File: src/rtl/lc3_mem_ctrl.sv
// LC3 data-memory sequencer: arbitrates IF/D, drives MAR/Dataram, REQ-to-ACK 2 cycles direct, 3 indirect.
// Requesters hold REQ until their ACK; `ARB_RR_EN selects round-robin instead of fixed D-over-IF priority.
module lc3_mem_ctrl #(
  parameter int ADDR_W = 16,
  parameter int DATA_W = 16
) (
  input  logic              CLK,
  input  logic              RESET,
  input  logic              IF_REQ,
  input  logic [ADDR_W-1:0] IF_ADDR,
  output logic              IF_ACK,
  input  logic              D_REQ,
  input  logic              D_WE,
  input  logic              D_IND,
  input  logic [ADDR_W-1:0] D_ADDR,
  input  logic [DATA_W-1:0] D_WDATA,
  output logic              D_ACK,
  output logic [DATA_W-1:0] RDATA,
  output logic              BUSY,
  output logic              MAR_LE,
  output logic              MAR_CONTROL,
  output logic [ADDR_W-1:0] Y,
  output logic              RAM_WE,
  output logic [DATA_W-1:0] RAM_WDATA,
  input  logic [DATA_W-1:0] RAM_RDATA
);

  typedef enum logic [1:0] {
    IDLE   = 2'd0,
    ACCESS = 2'd1,
    IND    = 2'd2,
    DONE   = 2'd3
  } state_t;

  typedef struct packed {
    logic              is_d;
    logic              we;
    logic              ind;
    logic [ADDR_W-1:0] addr;
    logic [DATA_W-1:0] wdata;
  } req_t;

  state_t            state;
  req_t              lat;
  req_t              nxt_req;
  logic              any_req;
  logic              grant_d;
  logic [DATA_W-1:0] rdata_q;

  assign any_req = D_REQ | IF_REQ;

`ifdef ARB_RR_EN
  // last_grant_d = 0 means IF was granted last; on a collision the other side wins.
  logic last_grant_d;

  assign grant_d = D_REQ && (!IF_REQ || !last_grant_d);

  always_ff @(posedge CLK or posedge RESET) begin
    if (RESET) begin
      last_grant_d <= 1'b0;
    end else if (state == IDLE && any_req) begin
      last_grant_d <= grant_d;
    end
  end
`else
  assign grant_d = D_REQ;
`endif

  // IF is always a direct read, so its type fields are forced to zero.
  always_comb begin
    nxt_req       = '0;
    nxt_req.is_d  = grant_d;
    nxt_req.we    = grant_d & D_WE;
    nxt_req.ind   = grant_d & D_IND;
    nxt_req.addr  = grant_d ? D_ADDR : IF_ADDR;
    nxt_req.wdata = grant_d ? D_WDATA : '0;
  end

  always_ff @(posedge CLK or posedge RESET) begin
    if (RESET) begin
      state   <= IDLE;
      lat     <= '0;
      rdata_q <= '0;
    end else begin
      case (state)
        IDLE: begin
          if (any_req) begin
            lat   <= nxt_req;
            state <= nxt_req.ind ? IND : ACCESS;
          end
        end
        IND: state <= ACCESS;
        ACCESS: begin
          if (!lat.we) begin
            rdata_q <= RAM_RDATA;
          end
          state <= DONE;
        end
        DONE:    state <= IDLE;
        default: state <= IDLE;
      endcase
    end
  end

  // Strobes decode from state so an asynchronous reset drops them without a clock edge.
  assign BUSY        = (state != IDLE);
  assign MAR_LE      = (state == IDLE && any_req) || (state == IND && lat.ind);
  assign MAR_CONTROL = (state == IND) && lat.ind;
  assign Y           = (state == IDLE) ? nxt_req.addr : lat.addr;
  assign RAM_WE      = (state == ACCESS) && lat.we;
  assign RAM_WDATA   = lat.wdata;
  assign D_ACK       = (state == DONE) && lat.is_d;
  assign IF_ACK      = (state == DONE) && !lat.is_d;
  assign RDATA       = rdata_q;

endmodule

File: config.mk
export PLATFORM = sky130hd
export DESIGN_NAME = lc3_mem_ctrl
export DESIGN_NICKNAME = d
export VERILOG_FILES = /design/src/rtl/lc3_mem_ctrl.sv
export SDC_FILE = /design/constraint.sdc
export NUM_CORES = 1
export LEC_CHECK = 0
export CORE_MARGIN = 2
export CORE_UTILIZATION = 45
export DETAILED_ROUTE_END_ITERATION = 12
export GPL_ROUTABILITY_DRIVEN = 0
export HOLD_SLACK_MARGIN = 0.02
export PLACE_DENSITY = 0.95
export SLEW_MARGIN = 20
export SYNTH_ARGS = -nofsm -noshare
export SYNTH_HDL_FRONTEND = slang
export SYNTH_SLANG_ARGS = --single-unit
File: constraint.sdc
create_clock -name CLK -period 3.1 [get_ports CLK]
set_input_delay 0.62 -clock CLK [delete_from_list [all_inputs] [get_ports CLK]]
set_output_delay 0.62 -clock CLK [all_outputs]
set_load 0.02 [all_outputs]
==> results of run 1 <==
[kinds of logic (layout without fill, tap and decap cells)]
| kind of cell | count (synthesis) | in the layout | share of synthesized area [%] |
|---|---|---|---|
| buffers and inverters | 64 | 170 | 13.4 |
| AND/OR/NAND/NOR | 41 | 41 | 7.72 |
| adder cells (fa/ha/maj) | 6 | 6 | 2.72 |
| multiplexers | 53 | 53 | 21.4 |
| AO/OA/AOI/OAI | 34 | 34 | 6.67 |
| flip-flops | 53 | 53 | 48.1 |
[timing repair]
item	4_1_cts	5_1_grt
endpoints found under the setup margin	0	11
resized for setup	0	1
hold endpoints to repair	0	0
[per-layer routing]
layer  vias to the layer above  part of all wire, %  track usage [%]
met3                        11                  5.8             3.59
met5                         -                    0                0
li1                       1024                    -                -
met2                        80                   53             35.0
met4                         0                  1.4             6.33
met1                      1032                   39             23.8
[report_power, final]
| part | switching, mW | leakage (nW) | total (mW) | internal, mW |
|---|---|---|---|---|
| registers | 0.188 | 0.638 | 1.22 | 1.03 |
| logic | 1.17 | 1.07 | 2.38 | 1.21 |
| clock network | 0.220 | 0.0540 | 0.456 | 0.235 |
| total | 1.57 | 1.77 | 4.05 | 2.48 |
[critical path: cells and delay by family (launching register included)]
kind | cells | cell delay [ns]
buffers and inverters | 3 | 0.91
flip-flops | 1 | 0.44
multiplexers | 1 | 0.35
adder cells (fa/ha/maj) | 1 | 0.30
[metrics by stage]
step                      instances  total power, mW  utilization (%)  area [um2]  setup slack [ns]
after global placement          425             3.52             66.1        3910             0.372
after detailed placement        425             3.61             66.1        3910             0.353
final                           432             4.05             68.0        4030             0.180
after CTS                       432             4.07             67.8        4020            0.0329
after floorplan                 251             2.71                -        2760              1.04
after global routing            432             4.32             68.0        4030            0.0790
[synthesized netlist by cell type (2+ instances only)]
master / count / area (um2)
mux2_4: 6 / 90.1
buf_8: 2 / 30.0
mux2i_1: 24 / 240
nor2_1: 13 / 48.8
ha_1: 6 / 75.1
a21oi_1: 12 / 60.1
dfrtp_1: 53 / 1330
buf_4: 16 / 120
and2_1: 3 / 18.8
inv_1: 33 / 124
nand3_1: 17 / 85.1
buf_6: 5 / 56.3
o21ai_0: 18 / 90.1
mux2_2: 23 / 259
nor2b_1: 3 / 18.8
buf_2: 7 / 35.0
[state kept, by name (all words and copies together) (netlist names)]
signal and count:
RAM_WDATA 16, RDATA 16, lat 19, state 2
[layout make-up]
class | instances | area share, %
Clock buffer | 5 | 1.71
Clock inverter | 2 | 0.870
Inverter | 33 | 3.08
Multi-Input combinational cell | 134 | 26.7
Sequential cell | 53 | 32.9
Tap cell | 75 | 2.33
Timing Repair Buffer | 130 | 32.4
[path summary, 6_finish.rpt]
path                                       from                        end  slack, ns  cells after the start
max                        state[0]$_DFFE_PP0P_                      Y[13]       0.18                      5
min                         lat[32]$_DFFE_PP0P_        lat[32]$_DFFE_PP0P_       0.51                      1
max reg2reg                state[0]$_DFFE_PP0P_        lat[30]$_DFFE_PP0P_       1.14                      5
min reg2reg                 lat[32]$_DFFE_PP0P_        lat[32]$_DFFE_PP0P_       0.51                      1
max in group asynchronous                 RESET  RAM_WDATA[15]$_DFFE_PP0P_       1.84                      3
min in group asynchronous                 RESET       RDATA[5]$_DFFE_PP0P_       0.82                      3
==> impl_metrics.toml, run 1 <==
[outcome]
status = "finished clean"

[job]
drv_cap = 0

[clock_network]
clock_latency_ns = 0.30
htree_levels = 2
clockBufferDepth = 2
cts_tree = "done"
cts_sinks = 53
cts_setup_buffers = 0
ctsRootBufferMaster = "clkbuf_8"
numCtsBuffers = 5
clk_pin_slew_ns = 0.09
cts_hold_buf = 0

[placement]
hpwl_mm = 5.09
port-buffer-count = 123

[layout]
antennaDiodeCount = 0
syn2layout_area_growth_pct = 46.0
final_common_cell = "clkdlybuf4s50_1"
layout-drive-gt1-share_pct = 12.9
nNetsFinal = 433
seq_area_um2 = 1330
nFillCells = 441
multi_input_area_um2 = 1070
final_cell_mix = "clkdlybuf4s50_1, dfrtp_1, inv_1, mux2i_1, mux2_2"

[setup_path]
slowest_stage = "clkdlybuf4s50_1"
start_kind = "register"
worstPathMaxFanout = 28
cpPeakStageDelay_ns = 0.54
cp.required_ns = 2.48
crit_path_end_kind = "primary output"
crit_chain = "inv_1, ha_4, buf_12, mux2_2, clkdlybuf4s50_1"
worstSetupPathType = "register to primary output"
arrival_ns = 2.30

[logic_synthesis]
synth_seq_cells = 53
synth_ff_type = "dfrtp_1"
yosysWarnings = 0
synth_cell_types = 26
synth_area_per_cell_um2 = 11.0
synth_fp_nets = 327
synth_edf_count = 0
synth.cell_area_um2 = 2760
synth_cells = 251
async_flop_share_pct = 100
yosysSeqAreaShare_pct = 48.1

[pwr]
p_per_area_nw_per_um2 = 1010
p_leak_nw = 1.77
peakVddDrop_mv = 0.502

[global_route]
grt_max_degree = 54
antenna_found_initial = 0
grt_util_all_layers_pct = 19.6
grt_remaining_overflow = 0
grt_pass1_wl_mm = 10.0
grt_pass1_vias = 2103

[sta]
setup_tns_ns = 0
worstMarginPinSlew_ns = 0.667
maxSlewHeadroom_pct = 55.5
rsz0062_at_grt = "no"
setup_viol = 0
finalMaxSlewViolations = 0
max_freq_mhz = 342
hold_viol_final = 0
holdWs_ns = 0.507
min_period_ns = 2.92
finalCritPeriodShare_pct = 94.2
fin_worst_skew_ns = 0.00597

[floorplan]
num_rows = 28
dieArea_um2 = 6770
initial_core_util_pct = 46.6
boundaryPins = 124
fp.dieH_um = 82.3
die_w_um = 82.3
fp.coreArea_um2 = 5920

[routing]
drc = 0
dr.first_iter.drc_count = 70
wire_per_inst_um = 15.5
ant_nets = 0
firstDrtPassIters = 4
vias_per_cell = 4.97
routed_wl_mm = 6.72
via_count = 2147

[min_path]
min_path_type = "register to register"
No activity file was read; power rests on OpenSTA's default activity.
==> run 2, diff against run 1 <==
- CORE_MARGIN: 2 -> unset
==> run 2 against run 1 <==
Sequential share of layout area rose by 0.12 points. Clock skew fell by 0.00050 ns. Final area fell by 0.37%. Largest cell class unchanged. Global-route usage fell by 0.37 points. Power fell by 1.0%. Largest power group unchanged. First-iteration DRC count fell by 14%. Hold slack got worse by 0.016 ns. Utilization fell by 0.25 points.
==> impl_metrics.toml, run 2 (same netlist as run 1, synthesis figures left out) <==
[layout]
seq_area_um2 = 1330
nNetsFinal = 433
fin_cells = 433
syn2layout_area_growth_pct = 45.5
largest_reg_flops = 19
fin_area_um2 = 4010
multi_input_area_um2 = 1060
antennaDiodeCount = 0
nFillCells = 474
final_common_cell = "clkdlybuf4s50_1"
final_cell_mix = "clkdlybuf4s50_1, dfrtp_1, inv_1, mux2i_1, mux2_2"
layout-drive-gt1-share_pct = 12.8
largest-register = "lat"

[floorplan]
num_rows = 28
fp.dieH_um = 80.3
dieArea_um2 = 6440
initial_core_util_pct = 46.6
boundaryPins = 124
die_w_um = 80.3
fp.coreArea_um2 = 5920

[sta]
min_period_ns = 2.87
maxSlewHeadroom_pct = 59.2
hold_viol_final = 0
fin_worst_skew_ns = 0.00547
finalMaxSlewViolations = 0
worstMarginPinSlew_ns = 0.611
finalCritPeriodShare_pct = 92.4
setup_viol = 0
setup_tns_ns = 0
rsz0062_at_grt = "no"
max_freq_mhz = 349

[job]
drv_cap = 0

[setup_path]
arrival_ns = 2.25
cpPeakStageDelay_ns = 0.64
worstPathMaxFanout = 19
start_kind = "input pin"
cp.required_ns = 2.48
slowest_stage = "clkdlybuf4s50_1"
worstSetupPathType = "input pin to primary output"
crit_path_end_kind = "primary output"
crit_chain = "buf_2, buf_4, mux2i_1, a21oi_1, clkdlybuf4s50_1"

[routing]
routed_wl_mm = 6.07
wire_per_inst_um = 14.0
dr.first_iter.drc_count = 60
via_count = 2119
drc = 0
ant_nets = 0
vias_per_cell = 4.89
firstDrtPassIters = 4

[clock_network]
clockBufferDepth = 2
clock_latency_ns = 0.30
numCtsBuffers = 5
cts_setup_buffers = 0
htree_levels = 2
clk_pin_slew_ns = 0.09
cts_hold_buf = 0
cts_sinks = 53
cts_resized = 0
ctsRootBufferMaster = "clkbuf_8"
cts_tree = "done"

[outcome]
status = "finished clean"

[global_route]
grt_use_met3_pct = 4.09
grt_remaining_overflow = 0
grt_max_degree = 37
grt_util_all_layers_pct = 19.2
use_met1_pct = 24.7
antenna_found_initial = 0
grt_pass1_vias = 2025
grt_pass1_wl_mm = 9.49
grt_util_met2_pct = 33.2
top_usage_layer = "met2"

[placement]
hpwl_mm = 4.62
place_area_um2 = 3900
place_inst = 425
port-buffer-count = 123

[pwr]
p_per_area_nw_per_um2 = 1000
peakVddDrop_mv = 0.526
p_leak_nw = 1.76

[min_path]
min_path_type = "register to register"
==> run 2: final cells by class <==
cell class,instances,share of cell area (%)
tap,75,2.34
clock buffer,6,1.81
inverter,33,3.09
sequential,53,33.1
clock inverter,2,0.967
multi-input combinational,134,26.5
timing repair buffer,130,32.2
==> run 2: path summary, 6_finish.rpt <==
| check | start | end | slack [ns] | depth (start not counted) |
|---|---|---|---|---|
| max reg2reg | state[0]$_DFFE_PP0P_ | lat[29]$_DFFE_PP0P_ | 1.10 | 6 |
| max | D_REQ | Y[0] | 0.23 | 5 |
| min | lat[32]$_DFFE_PP0P_ | lat[32]$_DFFE_PP0P_ | 0.49 | 1 |
| max in group asynchronous | RESET | RDATA[6]$_DFFE_PP0P_ | 1.64 | 3 |
| min in group asynchronous | RESET | RDATA[15]$_DFFE_PP0P_ | 0.71 | 2 |
| min reg2reg | lat[32]$_DFFE_PP0P_ | lat[32]$_DFFE_PP0P_ | 0.49 | 1 |
==> run 2: worst max-delay path, delay by kind of cell <==
family / cells / cell delay, ns
buffers and inverters: 3 / 1.30
multiplexers: 1 / 0.13
AO/OA/AOI/OAI: 1 / 0.18
==> run 2: power by group <==
part           leakage [nW]  total, mW  internal, mW  switching [mW]
Sequential            0.638       1.21          1.03           0.183
Clock                0.0554      0.462         0.243           0.219
Combinational          1.07       2.34          1.20            1.14
Total                  1.76       4.01          2.47            1.54
==> run 2: per-stage QoR <==
stage / hold WS (ns) / util, % / power [mW] / worst slack (ns)
2_1_floorplan: 0.456 / - / 2.71 / 1.04
3_3_place_gp: 0.468 / 65.8 / 3.51 / 0.283
3_5_place_dp: 0.472 / 65.8 / 3.59 / 0.215
4_1_cts: 0.493 / 67.7 / 4.06 / 0.219
5_1_grt: 0.514 / 67.7 / 4.28 / 0.129
6_report: 0.491 / 67.7 / 4.01 / 0.235
==> run 2: per-layer routing <==
metal / vias to the layer above / share of wire (%)
met2: 77 / 51
met5: - / 0
li1: 1025 / -
met4: 0 / 0.51
met1: 1013 / 43
met3: 4 / 6.2
==> RTL change 1, RTL diff (settings of run 1) <==
Add a define of `ARB_RR_EN`.
--- a/src/rtl/lc3_mem_ctrl.sv
+++ b/src/rtl/lc3_mem_ctrl.sv
@@ -1,4 +1,6 @@
 // LC3 data-memory sequencer: arbitrates IF/D, drives MAR/Dataram, REQ-to-ACK 2 cycles direct, 3 indirect.
 // Requesters hold REQ until their ACK; `ARB_RR_EN selects round-robin instead of fixed D-over-IF priority.
+`define ARB_RR_EN
+
 module lc3_mem_ctrl #(
   parameter int ADDR_W = 16,
Function: changed (Yosys sat finds a counterexample within 4 cycles, from zero or initial values and one cycle with RESET high).
==> RTL change 1 against run 1 <==
Power decreased by 5.4%. Setup slack got worse by 0.0079 ns. Cell area decreased by 4.3%. Utilization increased by 2.0 points. Die area decreased by 6.9%. Area after synthesis decreased by 7.3%. Sequential share of layout area increased by 1.5 points. Routed wire length decreased by 2.2%. Sequential cell count unchanged.
==> RTL change 1: results (changes against run 1) <==
finalHoldViolCount: 0  # unchanged
cp_slowest_cell: "clkdlybuf4s50_1"  # unchanged
h-tree-depth: 2  # unchanged
worstPathMaxFanout: 3  # was 28
p_leak_nw: 1.693  # was 1.766 nW
synth_common_cells: "dfrtp_1, a31oi_1, nor2_1"  # was dfrtp_1, inv_1, mux2i_1
grt_usage_pct: 21.37  # was 19.60%
skew_ns: 0.006837  # was 0.005971 ns
drtIter0Drc: 58  # was 70
crit_family: "buffers and inverters"  # unchanged
top_register: "lat"  # unchanged
clk_path_buf_depth: 2  # unchanged
diodes: 0  # unchanged
synth_fp_nets: 317  # was 327
holdCritPathClass: "flop to flop"  # unchanged
crit_path_max_incr_delay_ns: 0.55
largest_reg_flops: 18  # was 19
ir_worst_vdd_mv: 0.4874  # was 0.5017 mV
synth_cell_types: 27  # was 26
routed_wl_mm: 6.569  # was 6.717 mm
portBuffers: 123  # unchanged
ys_seq_area_share_pct: 51.88  # was 48.12%
path_class: "primary input to primary output"  # was flop to primary output
cts_setup_buffers: 0  # unchanged
cts_buffers: 5  # unchanged
ys_top_cells_by_area: "dfrtp_1, a31oi_1, mux2_2"  # was dfrtp_1, mux2_2, mux2i_1
grt_pass1_wl_mm: 10.42  # was 10.03 mm
grt_util_met2_pct: 40.68  # was 35.00%
crit_arrival_ns: 2.31
max_slew.worst_pin.slew_ns: 0.8692  # was 0.6674 ns
synthArstFlopShare_pct: 100.0  # unchanged
place_ws_ns: -0.008253  # was 0.3527 ns
grt_max_degree: 44  # was 54
use_met1_pct: 23.85  # was 23.76%
ys_warn_count: 0  # unchanged
avgSynthCellArea_sq_um: 10.56  # was 10.98 sq um
fin_cells: 425  # was 432
dpl.hpwl_mm: 5.087  # was 5.091 mm
clockRootBuffer: "clkbuf_8"  # unchanged
synth_top_flop_cell: "dfrtp_1"  # unchanged
dpl.cell_count: 417  # was 425
antenna_found_initial: 0  # unchanged
drt_first_pass_iters: 4  # unchanged
status: "complete, no violations"  # unchanged
layout-drive-gt1-share_pct: 11.05  # was 12.89%
clk_pin_slew_ns: 0.10
met3_usage_pct: 4.977  # was 3.587%
fillers: 421  # was 441
clk_latency_ns: 0.30  # about the same
via_count: 2193  # was 2147
==> RTL change 1: metal layers <==
layer | share of wire, % | up-vias | routed length, um
li1 | - | 1052 | -
met1 | 39 | 1024 | 2579
met2 | 52 | 106 | 3416
met3 | 7.2 | 11 | 471
met4 | 1.5 | 0 | 101
met5 | 0 | - | 0
==> RTL change 1: timing repair <==
action / CTS / global route
endpoints found under the setup margin: 10 / 6
cloned: 0 / 0
hold buffers: 0 / 0
gates resized for setup: 10 / 6
==> RTL change 1: kinds of logic after synthesis <==
group                      after synthesis  synth area share [%]
muxes                                   16                 7.048
adders and majority gates                5                 2.447
DFF                                     53                 51.88
and+or+nand+nor                         75                 12.63
buffers and inverters                   34                 9.055
AOI/OAI and AO/OA                       59                 16.94
==> RTL change 1: power breakdown <==
part           internal (mW)  leakage, nW  switching, mW  total (mW)
clock                  0.160       0.0374          0.223       0.382
combinational           1.09         1.02           1.17        2.26
sequential              1.01        0.636          0.180        1.19
total                   2.26         1.69           1.57        3.83
==> RTL change 1: cell type report <==
type	count	share of cell area, %
Multi-Input combinational cell	155	25.93
Clock inverter	2	0.3899
Inverter	4	0.3899
Sequential cell	53	34.44
Tap cell	72	2.339
Clock buffer	6	1.884
Timing Repair Buffer	133	34.63
==> RTL change 1: metrics by stage <==
| step | area (sq um) | util (%) | total power [mW] |
|---|---|---|---|
| after floorplan | 2556 | - | 2.646 |
| after global placement | 3761 | 68.30 | 3.485 |
| after detailed placement | 3761 | 68.30 | 3.567 |
| after CTS | 3836 | 69.67 | 3.878 |
| after global routing | 3851 | 69.94 | 4.084 |
| final | 3851 | 69.94 | 3.834 |
==> RTL change 1: worst paths after layout <==
| path | start | depth (start not counted) | slack [ns] | end |
|---|---|---|---|---|
| setup / recovery | IF_REQ | 5 | 0.17 | MAR_LE |
| hold / removal | RDATA[2] | 1 | 0.51 | RDATA[2] |
| setup reg to reg | state[0] | 6 | 1.25 | state[0] |
| hold reg to reg | RDATA[2] | 1 | 0.51 | RDATA[2] |
| max in group asynchronous | RESET | 3 | 1.64 | RDATA[11] |
| min in group asynchronous | RESET | 2 | 0.81 | RDATA[1] |
==> RTL change 2, RTL diff (config.mk and constraints of run 1) <==
Without the edit above. Re-encode `state_t` (4 states) as one-hot, 4 bits wide.
--- a/src/rtl/lc3_mem_ctrl.sv
+++ b/src/rtl/lc3_mem_ctrl.sv
@@ -26,9 +26,9 @@
 );
 
-  typedef enum logic [1:0] {
-    IDLE   = 2'd0,
-    ACCESS = 2'd1,
-    IND    = 2'd2,
-    DONE   = 2'd3
+  typedef enum logic [3:0] {
+    IDLE   = 4'b0001,
+    ACCESS = 4'b0010,
+    IND    = 4'b0100,
+    DONE   = 4'b1000
   } state_t;
 
Behaviour: same outputs for any inputs over 10 cycles, from zero or initial values and one cycle with RESET high; not proved beyond that.
==> RTL change 2 against run 1 <==
Cell area is 2.3% lower. Power hardly changed. Sequential cell count is 2 higher. Synthesized cell count is 13% lower. Global-route usage is 0.34 points higher. Maximum frequency is 1.4% lower. Register-to-register slack worse by 0.13 ns. Routed wire length is 9.5% lower. Setup slack worse by 0.042 ns. Area after synthesis is 3.7% lower. Sequential share of layout area is 2.1 points higher. Largest power group unchanged.
==> RTL change 2: results (changes against run 1) <==
status: "complete, no violations"  # unchanged
via_count: 1998  # was 2147
seq_area_sq_um: 1378  # was 1326 sq um
n_clock_buffer: 7  # was 5
yosys.area_share.adder_pct: 0  # was 2.724%
grt_max_degree: 40  # was 54
combPwrFrac_pct: 58.8  # was 58.7%
dpl.hpwl_mm: 4.685  # was 5.091 mm
post_drt_wl_per_cell_um: 15.27  # was 15.55 um
inv_count: 18  # was 33
area_delta_synth_final_pct: 48.14  # was 46.03%
routed_wl_mm: 6.077  # was 6.717 mm
grt_pass1_vias: 2130  # was 2103
ir_worst_vdd_mv: 0.6283  # was 0.5017 mV
seq_power_mw: 1.26  # was 1.22 mW
drtIter0Drc: 66  # was 70
num-nets-final: 395  # was 433
met3_usage_pct: 4.000  # was 3.587%
synth-compound-area-share_pct: 9.995  # was 6.673%
worstPathMaxFanout: 14  # was 28
crit_path_max_incr_delay_ns: 0.62  # was 0.54 ns
muxShareOfSynthArea_pct: 20.79  # was 21.38%
grt_usage_pct: 19.94  # was 19.60%
drt_first_pass_iters: 3  # was 4
synth_common_cells: "dfrtp_1, mux2i_1, inv_1"  # was dfrtp_1, inv_1, mux2i_1
max_slew.worst_pin.slew_ns: 0.8444  # was 0.6674 ns
ys_seq_area_share_pct: 51.91  # was 48.12%
multi_input_cells: 117  # was 134
place_ws_ns: 0.1307  # was 0.3527 ns
ys_top_cells_by_area: "dfrtp_1, mux2i_1, mux2_4"  # was dfrtp_1, mux2_2, mux2i_1
layout-drive-gt1-share_pct: 11.35  # was 12.89%
numClockSinks: 55  # was 53
buffer_area_share_pct: 32.91  # was 32.39%
fillers: 433  # was 441
synth_fp_nets: 289  # was 327
grt_pass1_wl_mm: 9.970  # was 10.03 mm
[RTL change 2: cell count changes after synthesis, sizes merged, moves of 5 or more]
| cell | before | now |
|---|---|---|
| nand3 | 17 | 0 |
| o21ai | 18 | 1 |
| a21oi | 12 | 17 |
| mux2i | 24 | 30 |
| inv | 33 | 18 |
| ha | 6 | 0 |
| a22o | 0 | 17 |
| mux2 | 29 | 19 |
[RTL change 2: per-layer routing]
| layer | vias up | share of wire (%) |
|---|---|---|
| met2 | 76 | 52 |
| met4 | 0 | 1.2 |
| met1 | 959 | 39 |
| met3 | 7 | 7.4 |
| li1 | 956 | - |
| met5 | - | 0 |
[RTL change 2: path summary, 6_finish.rpt]
path	slack (ns)	startpoint	endpoint	depth (start not counted)
worst max-delay path	0.14	D_REQ	Y[9]	5
worst min-delay path	0.49	lat[32]	lat[32]	1
worst max register to register	1.01	state[2]	RDATA[15]	3
worst min register to register	0.49	lat[32]	lat[32]	1
max in group asynchronous	1.93	RESET	lat[30]	3
min in group asynchronous	0.64	RESET	lat[33]	2
